==> src/rtl/rot_pkg.sv <==
// rot_pkg: shared state encoding and default width for the rotation-amount finder.
package rot_pkg;
  typedef enum logic [1:0] {IDLE, SEARCH, DONE} rot_find_state_t;
  localparam int ROT_DEFAULT_WIDTH = 4;
endpackage

==> src/rtl/rot_step.sv <==
// rot_step: single-bit left and right rotation of a word.
module rot_step #(
  parameter int WIDTH = 4
) (
  input  logic [WIDTH-1:0] word,
  output logic [WIDTH-1:0] rotl1,
  output logic [WIDTH-1:0] rotr1
);
  assign rotl1 = {word[WIDTH-2:0], word[WIDTH-1]};
  assign rotr1 = {word[0], word[WIDTH-1:1]};
endmodule

==> src/rtl/rot_amount_finder.sv <==
// rot_amount_finder: sequential search for the rotation mapping orig onto rotated.
// Define ROT_FIND_BIDIR_EN to search left and right paths in parallel.
module rot_amount_finder
  import rot_pkg::*;
#(
  parameter int WIDTH = ROT_DEFAULT_WIDTH,
  localparam int SHW = $clog2(WIDTH)
) (
  input  logic             clk,
  input  logic             reset_n,
  input  logic             in_valid,
  output logic             in_ready,
  input  logic [WIDTH-1:0] orig,
  input  logic [WIDTH-1:0] rotated,
  output logic             out_valid,
  input  logic             out_ready,
  output logic             found,
  output logic             dir,
  output logic [SHW-1:0]   shamt,
  output logic [SHW-1:0]   shamt_left
);
  rot_find_state_t state_q, state_d;
  logic [WIDTH-1:0] work_l_q, work_l_d, target_q, target_d, step_l, unused_rotr;
  logic [SHW-1:0] k_q, k_d, shamt_q, shamt_d, shl_q, shl_d;
  logic found_q, found_d, hit_l;
  rot_step #(.WIDTH(WIDTH)) u_step_l (.word(work_l_q), .rotl1(step_l), .rotr1(unused_rotr));
  assign hit_l = work_l_q == target_q;
`ifdef ROT_FIND_BIDIR_EN
  localparam logic [SHW-1:0] K_LAST = SHW'(WIDTH / 2);
  logic [WIDTH-1:0] work_r_q, work_r_d, step_r, unused_rotl;
  logic dir_q, dir_d, hit_r;
  rot_step #(.WIDTH(WIDTH)) u_step_r (.word(work_r_q), .rotl1(unused_rotl), .rotr1(step_r));
  assign hit_r = work_r_q == target_q;
  assign dir = dir_q;
`else
  localparam logic [SHW-1:0] K_LAST = SHW'(WIDTH - 1);
  assign dir = 1'b0;
`endif
  assign in_ready   = state_q == IDLE;
  assign out_valid  = state_q == DONE;
  assign found      = found_q;
  assign shamt      = shamt_q;
  assign shamt_left = shl_q;
  always_comb begin
    state_d  = state_q;
    work_l_d = work_l_q;
    target_d = target_q;
    k_d      = k_q;
    found_d  = found_q;
    shamt_d  = shamt_q;
    shl_d    = shl_q;
`ifdef ROT_FIND_BIDIR_EN
    work_r_d = work_r_q;
    dir_d    = dir_q;
`endif
    if (state_q == IDLE && in_valid) begin
      state_d  = SEARCH;
      work_l_d = orig;
      target_d = rotated;
      k_d      = '0;
`ifdef ROT_FIND_BIDIR_EN
      work_r_d = orig;
`endif
    end else if (state_q == SEARCH) begin
      if (hit_l) begin
        state_d = DONE;
        found_d = 1'b1;
        shamt_d = k_q;
        shl_d   = k_q;
`ifdef ROT_FIND_BIDIR_EN
        dir_d   = 1'b0;
      end else if (hit_r) begin
        state_d = DONE;
        found_d = 1'b1;
        shamt_d = k_q;
        shl_d   = (k_q == '0) ? '0 : SHW'(WIDTH) - k_q;
        dir_d   = 1'b1;
`endif
      end else if (k_q == K_LAST) begin
        state_d = DONE;
        found_d = 1'b0;
        shamt_d = '0;
        shl_d   = '0;
`ifdef ROT_FIND_BIDIR_EN
        dir_d   = 1'b0;
`endif
      end else begin
        work_l_d = step_l;
        k_d      = k_q + SHW'(1);
`ifdef ROT_FIND_BIDIR_EN
        work_r_d = step_r;
`endif
      end
    end else if (state_q == DONE && out_ready) begin
      state_d = IDLE;
    end
  end
  always_ff @(posedge clk or negedge reset_n) begin
    if (!reset_n) begin
      state_q  <= IDLE;
      work_l_q <= '0;
      target_q <= '0;
      k_q      <= '0;
      found_q  <= 1'b0;
      shamt_q  <= '0;
      shl_q    <= '0;
`ifdef ROT_FIND_BIDIR_EN
      work_r_q <= '0;
      dir_q    <= 1'b0;
`endif
    end else begin
      state_q  <= state_d;
      work_l_q <= work_l_d;
      target_q <= target_d;
      k_q      <= k_d;
      found_q  <= found_d;
      shamt_q  <= shamt_d;
      shl_q    <= shl_d;
`ifdef ROT_FIND_BIDIR_EN
      work_r_q <= work_r_d;
      dir_q    <= dir_d;
`endif
    end
  end
endmodule

==> config.mk <==
export PLATFORM = sky130hd
export DESIGN_NAME = rot_amount_finder
export DESIGN_NICKNAME = d
export VERILOG_FILES = /design/src/rtl/rot_pkg.sv /design/src/rtl/rot_step.sv /design/src/rtl/rot_amount_finder.sv
export SDC_FILE = /design/constraint.sdc
export NUM_CORES = 1
export LEC_CHECK = 0
export ABC_AREA = 1
export BUFFER_PORTS_ARGS = -buffer_cell sky130_fd_sc_hd__buf_2
export CAP_MARGIN = 20
export CORE_MARGIN = 2
export CORE_UTILIZATION = 45
export DETAILED_ROUTE_END_ITERATION = 6
export PLACE_DENSITY = 0.66
export SLEW_MARGIN = 10
export SYNTH_ARGS = -nofsm -noshare
export SYNTH_HDL_FRONTEND = slang
export SYNTH_SLANG_ARGS = --single-unit
==> constraint.sdc <==
create_clock -name clk -period 1.9 [get_ports clk]
set_input_delay 0.285 -clock clk [delete_from_list [all_inputs] [get_ports clk]]
set_output_delay 0.285 -clock clk [all_outputs]
set_load 0.005 [all_outputs]
# --- After elaboration in Yosys (flattened, before gate mapping) ---
# Cells that the tools add are included.
op_classes:
  bitwise: 1
  n_addsub: 1
  muxes: 17
  n_reduce_logical: 9
  n_eq_ne: 7
op_table:
  columns: ["operator", "count"]
  rows:
  - ["$mux 2", 11]
  - ["$mux 4", 4]
  - ["$reduce_and 3->1", 2]
  - ["$eq 2x2->1 const B", 2]
  - ["$eq 4x4->1", 1]
  - ["$ne 4x3->1 const B", 1]
  - ["$reduce_bool 2->1", 2]
  - ["$reduce_bool 3->1", 1]
  - ["$add 2x1->2 const B", 1]
  - ["$eq 2x1->1 const B", 1]
  - ["$logic_and 1x1->1", 2]
  - ["$logic_not 2->1", 1]
  - ["$mux 1", 2]
  - ["$ne 2x1->1 const B", 1]
  - ["$ne 2x2->1 const B", 1]
  - ["$reduce_and 2->1", 1]
  - ["$not 1->1", 1]
word_totals:
  out_inout_bits: 8
  wordCells: 41
  regBits: 15
  in_bits: 12

# --- Longest topological paths before layout ---
depth:
  word_depth: 5
  mapped_depth: 9
  mapped_depth_nobuf: 9

# --- Modules after synthesis ---
# From an unflattened synthesis, not the netlist that was laid out.
hier_totals:
  cells_unflattened: 120
  hier_area_um2: 907.1
modules_own_cells:
  columns: ["mod", "area_each_um2", "cells_per_inst", "n_inst", "seq_area_each_um2"]
  rows:
  - ["rot_amount_finder", 847.1, 112, 1, 375.4]
  - ["rot_step", 60.1, 8, 1, 0.0]

# --- Least setup slack after synthesis ---
# OpenSTA, ideal clock, no wires.
synth_path:
  path_type: "flip-flop to flip-flop"
  start: "reg state_q[0]"
  end: "reg work_l_q[2]"
  path_slack_ps: 780
  stages_incl_launch_ff: 7
  path_buffers: 1
  required_time_ps: 1834
  arrival_time_ps: 1054
  period_less_slack_ps: 1120
  setup_ps: 66
  cell_sequence: "dfrtp_1 nor2_4 nand2_4 buf_6 a21oi_2 nand3_1 nand2_1"
synth_between:
  elab_chain_len: 4
  word_cells_on_any_way: 8
  classes_between: "eq/ne (3); mux (1); reduce/logical (4)"
synth_rtl:
  columns: ["item", "line_no", "text"]
  rows:
  - ["start, declared", "rot_amount_finder.sv:22", "rot_find_state_t state_q, state_d;"]
  - ["start signal, assigned", "rot_amount_finder.sv:112", "state_q <= state_d;"]
  - ["$logic_not 2->1 (*)", null, null]
  - ["named net in_ready", "rot_amount_finder.sv:12", "output logic in_ready,"]
  - ["$logic_and 1x1->1 (*)", "rot_amount_finder.sv:56", "if (state_q == IDLE && in_valid) begin"]
  - ["$ne 2x2->1 (no line), or another cell as far along", null, null]
  - ["$reduce_and 3->1 (no line)", null, null]
  - ["end signal, assigned", "rot_amount_finder.sv:113", "work_l_q <= work_l_d;"]
  - ["end, declared", "rot_amount_finder.sv:23", "logic [WIDTH-1:0] work_l_q, work_l_d, target_q, target_d, step_l, unused_rotr;"]
# Mark *: on every way through the listed nets, which the timed path passes. The rest lies on a longest branch.
# A chain may end at the register's enable or synchronous reset.

# --- Worst setup path in the final report ---
layout_path:
  start: "reg state_q[1]"
  end: "out out_valid"
layout_between:
  elab_chain_len: 1
layout_rtl:
  columns: ["item", "line_no", "text"]
  rows:
  - ["$eq 2x2->1", "rot_amount_finder.sv:40", "assign out_valid = state_q == DONE;"]
  - ["end, declared", "rot_amount_finder.sv:15", "output logic out_valid,"]
# Every way passes these cells.

==> impl_results.md <==
- Status: completed
- Antenna violations before repair: 0
- Async S/R FF share, synth: 100.0%
- Syn avg cell area: about 7.7 um2
- Top cells by area, synth: dfrtp_1 44%, nand2_1 15%, nand3_1 8.2%
- Vias: roughly 700
- Clk_lat worst skew: around 0.28 ns
- First-pass GRT wire length: 2.559 mm
- Root buf cell: clkbuf_4
- Initial Utilization: 48.82%
- Worst-case clock skew: about 0.0027 ns
- First-pass DRT Iterations: 5
- Post-Route WL: between 1.5 and 2 mm
- Chip Width: between 40 and 50 um
- Die Y-Extent: between 40 and 50 um
- Slowest stage delay, CP: 0.42 ns
- Max cap viols: 0
- Max Clk Rate: roughly 750 MHz
- Wire per inst: 10.01 um
- Worst Path Max Fanout: 3
- Final-report hold violation count: 0
- Grt ovf: 0
- FF+latch area: ~380 um2
- Critical Path RT: roughly 1.6 ns
- FF+latch count, synth: 15
- Setup TNS Final: 0 ns
- # rows: 15
- Ys flop type: dfrtp_1
- Final setup vio count: 0
- Syn. warnings: 0
- Crit path max-delay family: flip-flops
- Yosys top cell by area: dfrtp_1
- Worst-path cell chain: inv_1 -> nor2_1 -> buf_2
- Core ar.: 1745 um2
- Tot Pwr: 1.511 mW
- Vias in the first global route: between 600 and 700
- Number of library cell types mapped by synthesis: 20
- Crit share post-route: between 70% and 80%
- Worst Hold Class: input port to flip-flop
- Max-slew violations: 0
- Nets: around 140
- LEAKAGE: about 0.55 nW
- Fillcell total: 167
- Ant diodes: 0
- I/O pin count: 20
- Syn Std Cell Area: 852.1 um2
- TritonCTS clock tree: built
- Clk buf depth: 2
- Final min period: 1.334 ns
- Number of flops mapped to enable cells by yosys: 0
- Post-synth top area share: 44.05%
- Most common cell in the netlist: nand2_1
- Critical Path Start Type: flip-flop
- Port bufs: 18
- Top cells by count, synth: 35 x nand2_1, 15 x dfrtp_1, 14 x nand3_1, 11 x inv_1, 7 x nor2_1
- H-tree levels: 1
- Die area: 2258 um2
- Final HPWL DP: approximately 1.1 mm
- DRT antenna net count: 0
- CP Capture Type: primary output
- Post-CTS setup buffers: 0
- Critical Path Slowest Stage Cell: dfrtp_1
- Total global routing track utilization: 16.25%
- Multi-input logic area: approximately 400 um2
- Worst IR Drop VDD: ~940 uV
- Seq/Total Area, Yosys: between 40% and 50%
- Pwr/cell area: 1556 nW/um2
- Ratio of cells with drive above 1 in the final layout: a little over a quarter
- Vias per cell: between 4 and 5
- Crit path buf inv count: 2
- Critical path class: flip-flop to primary output
- Initial drt markers: 10
- Inserted Clock Buffers: 3
- Resized Gates After CTS: 0
- Synth Instances: 110
- Post-CTS Hold Buffers: 1
- Residual DRC count: 0
- Worst-path clk slew: around 0.09 ns
- CTS Sinks: 15
- Pin count of the biggest net entering global routing: 25
- Post-Syn Nets: between 100 and 150
- Arr. time, crit path: about 1.1 ns
- Routability cong.: ~0.76
- Layout area overhead: 13.95%
- Unrepaired setup endpoints after global routing: false
-- routing by layer --
layer	wire length [um]	GRT usage, %
met1	808	24.71
met5	0	0
met4	32	8.333
met3	51	2.264
met2	639	22.16
-- cell families after synthesis --
family / count (synthesis) / synth area share (%)
buf+inv: 16 / 9.397
flops: 15 / 44.05
fa+ha+maj: 1 / 1.468
simple gates: 68 / 38.47
other cells: 1 / 0.4401
compound gates: 9 / 6.167
-- where the power goes --
part / internal [mW] / leakage (nW) / switching [mW] / total, mW
logic: 0.292 / 0.350 / 0.470 / 0.762
clock network: 0.0816 / 0.0150 / 0.102 / 0.184
registers: 0.460 / 0.184 / 0.105 / 0.565
-- sequential cells by signal (all words and copies together) (netlist names) --
signal,count
found,1
k_q,2
shamt_left,2
state_q,2
target_q,4
work_l_q,4
-- cells in the final DEF (no fill, tap or decap), types with 3 or more instances in the layout --
| master | Yosys | final |
|---|---|---|
| buf_2 | 1 | 18 |
| nand3_1 | 14 | 14 |
| dfrtp_1 | 15 | 15 |
| a21oi_1 | 4 | 4 |
| nor2_2 | 3 | 3 |
| clkbuf_4 | 0 | 3 |
| nand2_1 | 35 | 35 |
| inv_1 | 11 | 11 |
| nor2_1 | 7 | 7 |
| nand2_2 | 3 | 3 |
-- worst paths after layout --
| check | from | end | slack, ns | depth (start not counted) |
|---|---|---|---|---|
| min in group asynchronous | reset_n | work_l_q[1] | 0.43 | 2 |
| max in group asynchronous | reset_n | target_q[1] | 1.21 | 2 |
| max reg2reg | state_q[0] | work_l_q[2] | 0.60 | 5 |
| min reg2reg | shamt_left[0] | shamt_left[0] | 0.50 | 2 |
| max | state_q[1] | out_valid | 0.57 | 3 |
| min | rotated[0] | target_q[0] | 0.25 | 3 |
-- area by class of cell --
type / instances / share of cell area [%]
repair buffers: 19 / 10.31
flip-flops and latches: 15 / 38.66
well taps: 25 / 3.222
clock buffers: 4 / 2.706
multi-input cells: 79 / 40.85
inverters: 11 / 4.253
-- worst min-delay path, delay by kind of cell --
kind                   cells  cell delay [ns]
AOI/OAI and AO/OA          1             0.10
buffers and inverters      1             0.07
and+or+nand+nor            1             0.03
-- per-stage QoR --
stage	utilization [%]	worst slack [ns]	cell area (um2)	instances	hold WS, ns
5_1_grt	55.63	0.4799	970.9	153	0.2729
4_1_cts	55.63	0.5454	970.9	153	0.2469
2_1_floorplan	-	0.7804	852.1	110	-0.01059
3_3_place_gp	53.55	0.6494	934.6	148	0.2137
3_5_place_dp	53.55	0.6267	934.6	148	0.2133
6_report	55.63	0.5660	970.9	153	0.2523
No activity file was read; power rests on OpenSTA's default activity.
